<file path="src/rtl/fetch_unit_if.sv">
// Opcode/instruction-memory interface between the fetch stage, the instruction
// memory and the decode stage. The fetch side drives the memory address and the
// IF/ID register outputs; the environment side supplies memory data, stall and flush.
interface fetch_unit_if #(
  parameter int ADDR_W  = 16,
  parameter int INSTR_W = 16
);
  logic [ADDR_W-1:0]  imem_addr;
  logic [INSTR_W-1:0] imem_rdata;
  logic               stall;
  logic               flush;
  logic [ADDR_W-1:0]  flush_pc;
  logic [INSTR_W-1:0] if_instr;
  logic [INSTR_W-1:0] if_imm;
  logic [ADDR_W-1:0]  if_pc;
  logic               if_valid;

  modport master (
    output imem_addr,
    input  imem_rdata,
    input  stall,
    input  flush,
    input  flush_pc,
    output if_instr,
    output if_imm,
    output if_pc,
    output if_valid
  );

  modport slave (
    input  imem_addr,
    output imem_rdata,
    output stall,
    output flush,
    output flush_pc,
    input  if_instr,
    input  if_imm,
    input  if_pc,
    input  if_valid
  );
endinterface

</file>
<file path="src/rtl/fetch_unit.sv">
// Instruction-fetch stage. Presents PC to instruction memory, registers each
// fetched word into the IF/ID register and assembles two-word LDM (opcode 00001)
// so that decode sees the opcode word and its immediate in a single valid cycle.
// Priority at every edge: flush, then stall, then normal fetch.
module fetch_unit #(
  parameter int                ADDR_W   = 16,
  parameter int                INSTR_W  = 16,
  parameter logic [ADDR_W-1:0] RESET_PC = '0
) (
  input  logic clk,
  input  logic rst_n,
  fetch_unit_if.master bus
);

  localparam logic [4:0] OP_LDM = 5'b00001;

  typedef enum logic {
    S_FETCH     = 1'b0,
    S_FETCH_IMM = 1'b1
  } state_t;

  state_t             state_q;
  logic [ADDR_W-1:0]  pc_q;
  logic [INSTR_W-1:0] hold_q;
  logic [ADDR_W-1:0]  hold_pc_q;
  logic [INSTR_W-1:0] instr_q;
  logic [INSTR_W-1:0] imm_q;
  logic [ADDR_W-1:0]  ipc_q;
  logic               valid_q;

  logic [ADDR_W-1:0]  pc_d;
  logic               is_ldm;

  // Sequential PC increment wraps naturally at the address width.
  assign pc_d   = pc_q + 1'b1;
  assign is_ldm = (bus.imem_rdata[INSTR_W-1 -: 5] == OP_LDM);

  assign bus.imem_addr = pc_q;
  assign bus.if_instr  = instr_q;
  assign bus.if_imm    = imm_q;
  assign bus.if_pc     = ipc_q;
  assign bus.if_valid  = valid_q;

  // Fetch FSM and IF/ID register: flush redirects, stall freezes everything.
  always_ff @(posedge clk or negedge rst_n) begin
    if (!rst_n) begin
      state_q   <= S_FETCH;
      pc_q      <= RESET_PC;
      hold_q    <= '0;
      hold_pc_q <= '0;
      instr_q   <= '0;
      imm_q     <= '0;
      ipc_q     <= '0;
      valid_q   <= 1'b0;
    end else if (bus.flush) begin
      // Any half-assembled LDM is dropped; the IF/ID payload is left as is.
      state_q <= S_FETCH;
      pc_q    <= bus.flush_pc;
      valid_q <= 1'b0;
    end else if (!bus.stall) begin
      case (state_q)
        S_FETCH: begin
          pc_q <= pc_d;
          if (is_ldm) begin
            // Park the LDM word and emit a bubble while the immediate is read.
            hold_q    <= bus.imem_rdata;
            hold_pc_q <= pc_q;
            valid_q   <= 1'b0;
            state_q   <= S_FETCH_IMM;
          end else begin
            instr_q <= bus.imem_rdata;
            imm_q   <= '0;
            ipc_q   <= pc_q;
            valid_q <= 1'b1;
          end
        end
        S_FETCH_IMM: begin
          // The current word is the immediate; it is never treated as an opcode.
          instr_q <= hold_q;
          imm_q   <= bus.imem_rdata;
          ipc_q   <= hold_pc_q;
          valid_q <= 1'b1;
          pc_q    <= pc_d;
          state_q <= S_FETCH;
        end
        default: begin
          state_q <= S_FETCH;
          valid_q <= 1'b0;
        end
      endcase
    end
  end

endmodule

</file>
<file path="src/flat_wrapper.sv">
// flat-port wrapper written by rule: the top's interface ports become plain ports
module fetch_unit_flat 
#(
  parameter int                ADDR_W   = 16,
  parameter int                INSTR_W  = 16,
  parameter logic [ADDR_W-1:0] RESET_PC = '0
)
  (clk, rst_n, bus_imem_addr, bus_imem_rdata, bus_stall, bus_flush, bus_flush_pc, bus_if_instr, bus_if_imm, bus_if_pc, bus_if_valid);
  fetch_unit_if #(.ADDR_W(ADDR_W), .INSTR_W(INSTR_W)) bus_i ();
  input  logic clk;
  input  logic rst_n;
  output wire logic [$bits(bus_i.imem_addr)-1:0] bus_imem_addr;
  input wire logic [$bits(bus_i.imem_rdata)-1:0] bus_imem_rdata;
  input wire logic [$bits(bus_i.stall)-1:0] bus_stall;
  input wire logic [$bits(bus_i.flush)-1:0] bus_flush;
  input wire logic [$bits(bus_i.flush_pc)-1:0] bus_flush_pc;
  output wire logic [$bits(bus_i.if_instr)-1:0] bus_if_instr;
  output wire logic [$bits(bus_i.if_imm)-1:0] bus_if_imm;
  output wire logic [$bits(bus_i.if_pc)-1:0] bus_if_pc;
  output wire logic [$bits(bus_i.if_valid)-1:0] bus_if_valid;
  assign bus_imem_addr = bus_i.imem_addr;
  assign bus_i.imem_rdata = bus_imem_rdata;
  assign bus_i.stall = bus_stall;
  assign bus_i.flush = bus_flush;
  assign bus_i.flush_pc = bus_flush_pc;
  assign bus_if_instr = bus_i.if_instr;
  assign bus_if_imm = bus_i.if_imm;
  assign bus_if_pc = bus_i.if_pc;
  assign bus_if_valid = bus_i.if_valid;
  fetch_unit #(.ADDR_W(ADDR_W), .INSTR_W(INSTR_W), .RESET_PC(RESET_PC)) u_core (.clk(clk), .rst_n(rst_n), .bus(bus_i));
endmodule
</file>
<file path="config.mk">
export PLATFORM = sky130hd
export DESIGN_NAME = fetch_unit_flat
export DESIGN_NICKNAME = d
export VERILOG_FILES = /design/src/rtl/fetch_unit_if.sv /design/src/rtl/fetch_unit.sv /design/src/flat_wrapper.sv
export SDC_FILE = /design/constraint.sdc
export NUM_CORES = 1
export LEC_CHECK = 0
export ABC_CLOCK_PERIOD_IN_PS = 3120
export BUFFER_PORTS_ARGS = -buffer_cell sky130_fd_sc_hd__buf_4
export CAP_MARGIN = 20
export CELL_PAD_IN_SITES_DETAIL_PLACEMENT = 0
export CELL_PAD_IN_SITES_GLOBAL_PLACEMENT = 1
export CORE_UTILIZATION = 45
export CTS_CLUSTER_SIZE = 12
export DETAILED_ROUTE_END_ITERATION = 6
export HOLD_SLACK_MARGIN = 0.03
export MAX_ROUTING_LAYER = met4
export PLACE_DENSITY = 0.83
export SYNTH_ARGS = -nofsm -noshare
export SYNTH_HDL_FRONTEND = slang
export SYNTH_SLANG_ARGS = --single-unit
</file>
<file path="constraint.sdc">
create_clock -name clk -period 3.12 [get_ports clk]
set_input_delay 0.624 -clock clk [delete_from_list [all_inputs] [get_ports clk]]
set_output_delay 0.624 -clock clk [all_outputs]
set_load 0.02 [all_outputs]
</file>
### Word-level counts from Yosys, hierarchy flattened

Index checks and enable logic that the tools add are counted.

| word-level totals | value |
|---|---|
| register bits after elaboration | 98 |
| bits in latches | 0 |
| RAM bits | 0 |
| memory bits (read-only) | 0 |
| output and inout port bits | 65 |
| memories | 0 |

| operators by class | value |
|---|---|
| add/sub/neg operators | 1 |
| multipliers | 0 |
| div/mod/pow operators | 0 |
| magnitude comparators | 0 |
| equality and inequality tests | 3 |
| shifts and indexed selects | 0 |
| mux-type cells | 16 |
| bitwise gates (word level) | 3 |
| reductions and logical operators | 2 |

Operator list:

| operator | count |
|---|---|
| $pmux W16 S2 | 3 |
| $mux W16 | 5 |
| $add A16 B1 Y16 const B | 1 |
| $mux W1 | 6 |
| $eq A5 B1 Y1 const B | 1 |
| $pmux W1 S2 | 2 |
| $reduce_and A4 Y1 | 1 |
| $not A1 Y1 | 3 |
| $reduce_and A3 Y1 | 1 |
| $ne A2 B1 Y1 const B | 1 |
| $ne A2 B2 Y1 const B | 1 |

### Longest topological paths before layout

Gate-level depths: netlist of the first run.

| depth | value |
|---|---|
| depth after elaboration | 5 |
| depth in mapped cells | 7 |
| gate-level depth less buffers | 5 |

### Worst setup path before layout of the first run

OpenSTA, ideal clock, no wires.

| path | value |
|---|---|
| kind | input -> register |
| from | in bus_imem_rdata[14] |
| to | reg u_core.hold_pc_q[0] |
| setup time | 125 ps |
| data arrival time | 2146 ps |
| required time | 2995 ps |
| path slack | 849 ps |
| stages | 5 |
| cell sequence | or4_1 > or4_1 > buf_2 > buf_6 > mux2_4 |

| between the ends | value |
|---|---|
| word-level cells in the longest chain between the ends | 2 |

Ends and longest elaborated chain:

| item | line | source |
|---|---|---|
| start: declaration | flat_wrapper.sv:13 | `input wire logic [$bits(bus_i.imem_rdata)-1:0] bus_imem_rdata;` |
| $eq A5 B1 Y1 | fetch_unit.sv:36 | `assign is_ldm = (bus.imem_rdata[INSTR_W-1 -: 5] == OP_LDM);` |
| $reduce_and A4 Y1 (no line) | n/a |  |
| end signal: assignment | fetch_unit.sv:67 | `hold_pc_q <= pc_q;` |
| end: declaration | fetch_unit.sv:25 | `logic [ADDR_W-1:0] hold_pc_q;` |

No other way between the ends.
A chain may end at the register's enable or synchronous reset.

### Worst setup path after layout of the first run

| path | value |
|---|---|
| from | reg u_core.state_q |
| to | reg u_core.hold_q[9] |

| between the ends | value |
|---|---|
| word-level cells in the longest chain between the ends | 2 |

Ends and longest elaborated chain:

| item | line | source |
|---|---|---|
| start: declaration | fetch_unit.sv:22 | `state_t state_q;` |
| start signal: assignment | fetch_unit.sv:47 | `state_q <= S_FETCH;` |
| start signal: assignment | fetch_unit.sv:57 | `state_q <= S_FETCH;` |
| start signal: assignment | fetch_unit.sv:69 | `state_q <= S_FETCH_IMM;` |
| $not A1 Y1 (no line) | n/a |  |
| $reduce_and A4 Y1 (no line) | n/a |  |
| end signal: assignment | fetch_unit.sv:66 | `hold_q <= bus.imem_rdata;` |
| end: declaration | fetch_unit.sv:24 | `logic [INSTR_W-1:0] hold_q;` |

No other way between the ends.

==> impl_metrics.csv, run 1 <==
group,metric,value,unit
min_path,hold_path_class,"input port to asynchronous set/reset pin",
setup_path,critPathKind,"flip-flop to flip-flop",
setup_path,cp_top_family,"simple AND/OR/NAND/NOR gates",
pwr,ir_drop,284.8,uV
clock_tree,clk_pin_slew,90,ps
die,core,9240,um^2
timing,finalSetupViolCount,0,
die,start_util,0.4666,
grt,grt_pass1_vias,3034,
outcome,status,"completed",
yosys,syn_inst,390,
clock_tree,max-clock-path-buffers,2,
clock_tree,clock_latency,360,ps
grt,grt_use_total,0.2043,
setup_path,r2r-end,"u_core.hold_q[9]",
placement,hpwl,6242,um
die,die_area,9977,um^2
timing,maxSlewViolCount,0,
setup_path,rrSetupSlack,790,ps
pwr,p_leak,2.562,nW
drt,dr_total_vias,3128,
yosys,syn_area,4312,um^2
setup_path,r2r-start,"u_core.state_q",
yosys,synth.distinct_cells,30,
yosys,syn-num-nets,427,
clock_tree,cts_buffers,9,
grt,grt_max_degree,53,
grt,antenna_found_initial,0,
clock_tree,hold_buffers,0,
yosys,avgSynthCellArea,11.06,um^2
placement,gp_congestion,0.7208,
setup_path,crit_fanout,18,
grt,grt_pass1_wl,15350,um
setup_path,max_stage_delay,620,ps
setup_path,cp-end-kind,"flip-flop",
final_layout,seq_area,2454,um^2
clock_tree,post_cts_resized,0,
die,die_y,99.89,um
final_layout,multiInputGateArea,1729,um^2
final_layout,nets,517,
drt,initialDrtViolationCount,98,
drt,finalWirelength,9307,um
drt,wire_per_inst,15.18,um
yosys,ys_seq_area_frac,0.5688,
setup_path,reg2regPathDepth,4,
yosys,ys_ff_latch,98,
clock_tree,htreeDepth,3,
yosys,yosys_warnings,0,
run,drv_cap,0,
timing,fin_worst_skew,9.522,ps
timing,worst_pin_slew,974.9,ps
timing,rsz0062_at_grt,"no",
setup_path,critPathSlowestCell,"or4_1",
setup_path,critPathBufInv,1,
setup_path,crit_arrival,2570,ps
drt,dr.pass1.iters,5,
final_layout,drive_gt1_frac,0.3058,
timing,layout_min_cycle_time,2328,ps
drt,postRouteAntennaNets,0,
setup_path,cp.required,3360,ps
clock_tree,tritoncts,"done",
final_layout,fill_cells,794,
clock_tree,clock_sinks,98,
setup_path,cp.depth,4,
die,io_pins,101,
pwr,power.total,2.905,mW
timing,relSlewSlack,0.3476,
setup_path,cp_cell_sequence,"or4_1, or4_2, buf_4, mux2_4",
timing,fin_hold_ws,291.8,ps
clock_tree,root_buffer,"clkbuf_8",
pwr,pwr_density_cell,540.7,nW/um^2
final_layout,area_delta_synth_final,24.58,%
final_layout,insertedDiodeCount,0,
final_layout,fin_util,0.5813,
drt,drc,0,
timing,finalHoldViolCount,0,
timing,fin_crit_sh,0.7461,
placement,placement.io_buffers,100,
clock_tree,post_cts_buffers,0,
grt,grt-ovfl-total,0,
timing,fin_tns_setup,0,ps
drt,routed_via_density,5.103,
setup_path,worstSetupStartpointType,"flip-flop",
die,rows,35,
timing,max_clock_freq,0.4296,GHz
die,die_w,99.89,um
==> metal layers <==
layer | GRT usage | wire, um
met1 | 0.2777 | 4488
met4 | 0.07805 | 109
met2 | 0.3103 | 4319
met3 | 0.03203 | 389
met5 | - | 0
==> layout make-up <==
type,instances,share of cell area
flip-flops and latches,98,0.4568
well taps,129,0.03005
inverters,3,0.002096
clock inverters,5,0.01491
repair buffers,106,0.1505
multi-input cells,262,0.3219
clock buffers,10,0.02376
==> flip-flops by register name, summed over array words and instances (netlist names) <==
name,count
u_core.bus.if_imm,16
u_core.bus.if_instr,16
u_core.bus.if_pc,16
u_core.bus.if_valid,1
u_core.bus.imem_addr,16
u_core.hold_pc_q,16
u_core.hold_q,16
u_core.state_q,1
==> metrics by stage <==
step                cell area [um^2]  worst slack [ps]  instances
floorplan                       4312             848.9        390
global placement                5164             505.6        598
detailed placement              5164             459.2        598
CTS                             5371             777.0        613
global route                    5371             745.5        613
finish                          5371             792.1        613
==> layout by cell type (no fill, tap or decap) <==
master      count
buf_4         105
dfrtp_1        97
nand2_1        83
o21ai_0        53
mux2i_1        33
mux2_4         21
nand3_1        16
xnor2_1        10
clkbuf_8        9
nor4_1          6
and2_1          5
mux2_2          4
nand2b_1        3
nor2_1          3
inv_1           3
nor3_1          3
xor2_1          3
nand4_1         2
nand4b_1        2
nor3b_1         2
or3_1           2
a21oi_1         2
o31a_1          2
clkinvlp_4      2
bufinv_16       2
or4_1           1
o21ai_4         1
or4_2           1
a221o_1         1
nand3b_1        1
nor2b_1         1
ha_1            1
clkbuf_1        1
clkinv_2        1
buf_12          1
dfrtp_2         1
==> worst register-to-register path: stages (launching register included) <==
cell	delay, ps
dfrtp_2	410
or4_1	620
or4_2	590
buf_4	260
mux2_4	330
==> cell usage after synthesis <==
cell / n / share of area
dfrtp_1: 98 / 0.57
nand2_1: 83 / 0.072
o21ai_0: 54 / 0.063
mux2i_1: 33 / 0.077
mux2_4: 21 / 0.073
clkbuf_1: 17 / 0.015
nand3_1: 16 / 0.019
xnor2_1: 10 / 0.020
buf_2: 6 / 0.0070
nor4_1: 6 / 0.0087
and2_1: 5 / 0.0073
mux2_2: 4 / 0.010
buf_6: 3 / 0.0078
inv_1: 3 / 0.0026
nand2b_1: 3 / 0.0044
nor2_1: 3 / 0.0026
nor3_1: 3 / 0.0035
xor2_1: 3 / 0.0061
a21oi_1: 2 / 0.0023
nand4_1: 2 / 0.0029
nand4b_1: 2 / 0.0041
nor3b_1: 2 / 0.0035
o31a_1: 2 / 0.0041
or3_1: 2 / 0.0029
or4_1: 2 / 0.0035
a221o_1: 1 / 0.0023
buf_1: 1 / 0.00087
ha_1: 1 / 0.0029
nand3b_1: 1 / 0.0017
nor2b_1: 1 / 0.0015
==> kinds of logic after synthesis <==
family          count (synthesis)  synth area share
fa+ha+maj                       1          0.002901
buf+inv                        30           0.03308
flops                          98            0.5688
simple gates                  131            0.1373
xor+xnor                       13           0.02641
mux                            58            0.1602
compound gates                 59           0.07139
==> power breakdown <==
part	leakage [nW]	switching (mW)	total, mW	internal (mW)
clock	0.0984	0.424	0.871	0.446
combinational	1.19	0.275	0.524	0.249
sequential	1.27	0.110	1.51	1.40
total	2.56	0.809	2.90	2.10
==> worst max-delay path by stage <==
stage / startpoint / to / slack [ps]
finish: u_core.state_q / u_core.hold_q[9] / 790
global route: u_core.state_q / u_core.hold_pc_q[3] / 750
detailed placement: bus_imem_rdata[14] / u_core.hold_pc_q[3] / 460
global placement: bus_imem_rdata[14] / u_core.hold_pc_q[4] / 510
floorplan: bus_imem_rdata[14] / u_core.hold_pc_q[0] / 850
CTS: u_core.state_q / u_core.hold_q[9] / 780
Note: power is estimated with default switching activity, not from simulation.
==> run 2, diff against run 1 <==
ABC_AREA = 1   (was unset)
ABC_CLOCK_PERIOD_IN_PS = 2000   (was 3120)
CORE_UTILIZATION = 36   (was 45)
PLACE_DENSITY = 0.74   (was 0.83)
clock period = 2 ns   (was 3.12 ns; I/O delays follow)
==> impl_metrics.csv, run 2 <==
group,metric,value,unit
pwr,pwr_density_cell,863.6,nW/um^2
clock_tree,tritoncts,"done",
run,drv_cap,0,
yosys,avgSynthCellArea,8.568,um^2
pwr,p_int,3.463,mW
pwr,ir_drop,340.0,uV
timing,maxSlewViolCount,0,
setup_path,crit_fanout,6,
clock_tree,clock_sinks,98,
timing,rsz0062_at_grt,"no",
min_path,hold_path_class,"input port to asynchronous set/reset pin",
clock_tree,htreeDepth,3,
final_layout,insertedDiodeCount,0,
final_layout,area_delta_synth_final,27.65,%
yosys,ys_async_sr_fraction,1.000,
clock_tree,root_buffer,"clkbuf_16",
pwr,p_leak,2.885,nW
yosys,synth_top_area_cell,"dfrtp_1",
setup_path,reg2regPathDepth,7,
drt,postRouteAntennaNets,0,
placement,hpwl,7747,um
yosys,synth.distinct_cells,29,
grt,antenna_found_initial,0,
grt,grt_max_degree,38,
clock_tree,hold_buffers,0,
final_layout,nets,661,
timing,fin_crit_sh,0.7609,
die,die_w,113.8,um
timing,worst_pin_slew,537.8,ps
timing,relSlewSlack,0.6415,
yosys,syn_area,4498,um^2
drt,finalWirelength,10810,um
drt,wl_met2,4607,um
drt,drc,0,
die,die_y,113.8,um
final_layout,layout_commonest_cell,"nand2_1",
final_layout,design_area,5742,um^2
grt,grt_pass1_wl,18150,um
timing,layout_min_cycle_time,1522,ps
yosys,synthTopCellsByCount,"nand2_1, dfrtp_1, o21ai_0",
clock_tree,post_cts_buffers,0,
yosys,yosys_warnings,0,
drt,top_layer_used,"met4",
outcome,status,"completed",
yosys,synth_edf_count,0,
pwr,pwr-share-comb,0.194,
setup_path,cp.required,2270,ps
timing,max_clock_freq,0.6571,GHz
die,die_area,12950,um^2
final_layout,drive_gt1_frac,0.2401,
final_layout,fill_cells,1206,
yosys,ys_ff_latch,98,
die,core,12110,um^2
pwr,pwr-share-clk,0.330,
timing,fin_hold_ws,43.70,ps
grt,grt_use_total,0.1840,
drt,dr_total_vias,3697,
setup_path,r2r-start,"u_core.bus.imem_addr[0]",
timing,finalSetupViolCount,0,
drt,initialDrtViolationCount,235,
yosys,synthTopCellsByArea,"dfrtp_1, nand2_1, o21ai_0",
placement,dp_cells,781,
yosys,ys_seq_area_frac,0.5452,
drt,routed_via_density,4.639,
pwr,p_sw_frac,0.3017,
pwr,power.total,4.959,mW
placement,gp_congestion,0.8432,
yosys,synth_top_area_frac,0.5452,
yosys,syn_inst,525,
placement,place_area,5461,um^2
setup_path,critPathKind,"flip-flop to flip-flop",
pwr,p_seq_frac,0.476,
clock_tree,clock_latency,340,ps
drt,dr.pass1.iters,4,
timing,fin_tns_setup,0,ps
final_layout,final-instance-count-excl-fill,797,
yosys,syn-num-nets,562,
yosys,synth_flop_cell,"dfrtp_1",
setup_path,rrSetupSlack,480,ps
grt,grt-ovfl-total,0,
yosys,synth.most_common_cell,"nand2_1",
die,rows,40,
drt,wire_per_inst,13.57,um
timing,fin_worst_skew,6.401,ps
drt,wl_met1,5576,um
setup_path,worstSetupStartpointType,"flip-flop",
die,io_pins,101,
pwr,switching_power,1.496,mW
setup_path,cp-end-kind,"flip-flop",
setup_path,crit_arrival,1800,ps
clock_tree,max-clock-path-buffers,2,
setup_path,r2r-end,"u_core.bus.imem_addr[10]",
final_layout,final_cell_mix,"nand2_1, buf_4, dfrtp_1",
placement,placement.io_buffers,100,
grt,grt_pass1_vias,3592,
clock_tree,cts_buffers,9,
drt,wl_met3,491,um
die,start_util,0.3714,
timing,finalHoldViolCount,0,
clock_tree,clk_pin_slew,70,ps
clock_tree,post_cts_resized,0,
## run 2: cell types whose count changed after synthesis, moves of 7 or more
cell and delta:
nand2_1 +109, inv_1 +33, mux2_4 -21, mux2i_1 -21, nor2_1 +18, o21ai_1 +16, o21ai_2 +14, clkbuf_1 -13
o21ai_0 +13, xnor2_1 -10, buf_2 +7
## run 2: layout make-up
cell class / instances / area [um^2] / area share
clock inverters: 6 / 51.30 / 0.008934
flip-flops and latches: 98 / 2452 / 0.4271
clock buffers: 10 / 229.0 / 0.03988
well taps: 168 / 210.2 / 0.03661
repair buffers: 113 / 910.9 / 0.1586
multi-input cells: 363 / 1742 / 0.3033
inverters: 39 / 146.4 / 0.02550
## run 2: cells by family (layout without fill, tap and decap cells)
logic type,Yosys count,count (layout),share of synthesized area
muxes,12,12,0.02670
adders and majority gates,1,1,0.002781
and+or+nand+nor,240,240,0.2172
AOI/OAI and AO/OA,108,108,0.1366
buffers and inverters,64,168,0.06759
DFF,98,98,0.5452
xor gates and xnor gates,2,2,0.003895
## run 2: how the worst max path moves through the flow
stage,depth (start not counted),end,from
after global routing,7,u_core.bus.imem_addr[10],u_core.bus.imem_addr[0]
after detailed placement,8,u_core.hold_q[5],bus_flush
after floorplan,8,u_core.bus.imem_addr[12],u_core.bus.imem_addr[0]
after CTS,7,u_core.bus.imem_addr[10],u_core.bus.imem_addr[0]
after global placement,8,u_core.hold_q[7],bus_flush
final,7,u_core.bus.imem_addr[10],u_core.bus.imem_addr[0]
## run 2: routing by layer
layer | global-route usage | vias up
met5 | - | -
met4 | 0.05368 | 0
met3 | 0.03188 | 9
met2 | 0.2622 | 101
met1 | 0.2680 | 1703
li1 | - | 1884
## run 2: through the flow
stage | utilization | setup slack, ps
after floorplan | - | 610.1
after global placement | 0.4509 | 368.6
after detailed placement | 0.4509 | 341.1
after CTS | 0.4741 | 465.8
after global routing | 0.4741 | 272.1
final | 0.4741 | 478.1
## run 2: critical path: stages, from the launching register on
cell and delay, ps:
dfrtp_1 440, ha_1 230, nand2_1 100, nor2_1 230, nand2_1 130, o21ai_0 170
nand2_1 80, nand3_1 80
## run 2: power groups by stage
| stage | Sequential (mW) | Combinational (mW) | Clock [mW] |
|---|---|---|---|
| after global placement | 2.39 | 0.960 | 0 |
| final | 2.36 | 0.963 | 1.64 |
| after CTS | 2.36 | 0.978 | 1.69 |
| after floorplan | 2.53 | 0.368 | 0 |
| after detailed placement | 2.39 | 0.975 | 0 |
| after global routing | 2.39 | 1.07 | 1.77 |
==> run 3, diff against run 2 <==
ABC_CLOCK_PERIOD_IN_PS = 1300   (was 2000)
clock period = 1.3 ns   (was 2 ns; I/O delays follow)
==> impl_metrics.csv, run 3 (synthesized netlist as in run 2, its figures left out) <==
group,metric,value,unit
drt,dr_total_vias,3850,
clock_tree,clock_latency,340,ps
timing,worst_pin_slew,394.2,ps
clock_tree,cts_buffers,9,
run,drv_cap,0,
clock_tree,tritoncts,"done",
setup_path,max_stage_delay,440,ps
timing,layout_min_cycle_time,1300,ps
placement,gp_congestion,0.8590,
clock_tree,max-clock-path-buffers,2,
die,core,12110,um^2
final_layout,area_delta_synth_final,36.75,%
drt,dr.pass1.iters,4,
final_layout,design_area,6151,um^2
outcome,status,"completed",
timing,rsz0062_at_grt,"yes",
final_layout,final_cell_mix,"nand2_1, buf_4, dfrtp_1",
placement,place_area,5577,um^2
setup_path,worstSetupStartpointType,"flip-flop",
setup_path,critPathSlowestCell,"dfrtp_2",
die,die_area,12950,um^2
drt,postRouteAntennaNets,0,
drt,wire_per_inst,13.68,um
clock_tree,clock_sinks,98,
final_layout,final-instance-count-excl-fill,820,
timing,fin_worst_skew,10.40,ps
timing,finalSetupViolCount,0,
placement,hpwl,7722,um
placement,dp_cells,794,
die,rows,40,
timing,fin_crit_sh,0.9999,
setup_path,rrSetupSlack,50,ps
final_layout,nets,684,
drt,routed_via_density,4.695,
setup_path,critPathKind,"flip-flop to primary output",
final_layout,insertedDiodeCount,0,
setup_path,cp-end-kind,"primary output",
timing,maxSlewViolCount,0,
die,die_y,113.8,um
grt,grt_pass1_vias,3692,
clock_tree,root_buffer,"clkbuf_16",
setup_path,crit_fanout,3,
drt,initialDrtViolationCount,197,
clock_tree,htreeDepth,3,
pwr,p_leak,3.051,nW
grt,grt_pass1_wl,18400,um
timing,finalHoldViolCount,0,
grt,grt_use_total,0.1871,
min_path,hold_path_class,"input port to flip-flop",
timing,fin_tns_setup,0,ps
grt,antenna_found_initial,0,
placement,dp_slack,-61.21,ps
setup_path,path_common_cell,"buf_6",
setup_path,cp.required,1040,ps
final_layout,fill_cells,1162,
grt,grt-ovfl-total,0,
pwr,ir_drop,679.1,uV
grt,grt_max_degree,69,
pwr,pwr_density_cell,1285,nW/um^2
die,start_util,0.3714,
timing,max_clock_freq,0.7693,GHz
final_layout,layout_commonest_cell,"nand2_1",
setup_path,crit_arrival,1040,ps
clock_tree,clk_pin_slew,70,ps
drt,drc,0,
die,die_w,113.8,um
die,io_pins,101,
final_layout,drive_gt1_frac,0.3067,
drt,finalWirelength,11220,um
timing,worst_slack,0.1230,ps
setup_path,cp_cell_sequence,"buf_6, buf_6",
placement,placement.io_buffers,100,
timing,relSlewSlack,0.7372,
==> run 3: changes by cell type in the layout (fill, tap and decap cells not counted), moves of 5 or more <==
cell,delta
buf_6,+10
buf_4,+8
dfrtp_1,-7
dfrtp_2,+7
nor2_1,-7
nand2_1,-5
==> run 3: power breakdown <==
part           switching [mW]  internal, mW  total (mW)
clock                    1.21          1.39        2.60
sequential              0.233          3.40        3.63
combinational           0.939         0.730        1.67
total                    2.39          5.52        7.90
==> run 3: worst max-delay path, delay by kind of cell, from the launching register on <==
kind | cells | cell delay, ps
buffers and inverters | 2 | 250
flip-flops | 1 | 440
==> run 3: path summary, 6_finish.rpt <==
check | start | cells after the start | to
max in group asynchronous | rst_n | 3 | u_core.bus.imem_addr[7]
worst max register to register | u_core.state_q | 5 | u_core.bus.if_imm[13]
min in group asynchronous | rst_n | 3 | u_core.bus.if_instr[0]
worst max-delay path | u_core.bus.imem_addr[1] | 2 | bus_imem_addr[1]
worst min-delay path | bus_imem_rdata[5] | 3 | u_core.hold_q[5]
worst min register to register | u_core.hold_q[11] | 1 | u_core.hold_q[11]
==> run 3: area by class of cell <==
| type | instances | area, um^2 | area share |
|---|---|---|---|
| inverters | 39 | 147.6 | 0.02400 |
| clock buffers | 10 | 239.0 | 0.03885 |
| repair buffers | 136 | 1189 | 0.1932 |
| clock inverters | 6 | 55.05 | 0.008950 |
| well taps | 168 | 210.2 | 0.03417 |
| flip-flops and latches | 98 | 2461 | 0.4001 |
| multi-input cells | 363 | 1849 | 0.3007 |
==> run 3: what timing repair did <==
item,4_1_cts,5_1_grt
hold buffers,1,0
pin swaps,1,6
buffers inserted,2,5
gates cloned,0,3
endpoints found under the setup margin,9,63
hold endpoints to repair,98,0
gates resized for setup,11,35
==> run 3: routing by layer <==
| metal | wire length (um) | global-route usage | part of all wire | vias to the layer above |
|---|---|---|---|---|
| li1 | - | - | - | 1933 |
| met4 | 170 | 0.07446 | 0.015 | 0 |
| met5 | 0 | - | 0 | - |
| met1 | 5272 | 0.2575 | 0.47 | 1802 |
| met3 | 581 | 0.03507 | 0.052 | 14 |
| met2 | 5193 | 0.2732 | 0.46 | 101 |
==> run 3: through the flow <==
| stage | utilization | hold WS (ps) | total power, mW |
|---|---|---|---|
| after floorplan | - | -35.59 | 4.463 |
| after detailed placement | 0.4604 | 310.0 | 5.224 |
| after CTS | 0.4899 | 117.8 | 7.895 |
| after global routing | 0.5079 | 118.5 | 8.346 |
| after global placement | 0.4604 | 318.8 | 5.197 |
| final | 0.5079 | 131.8 | 7.902 |
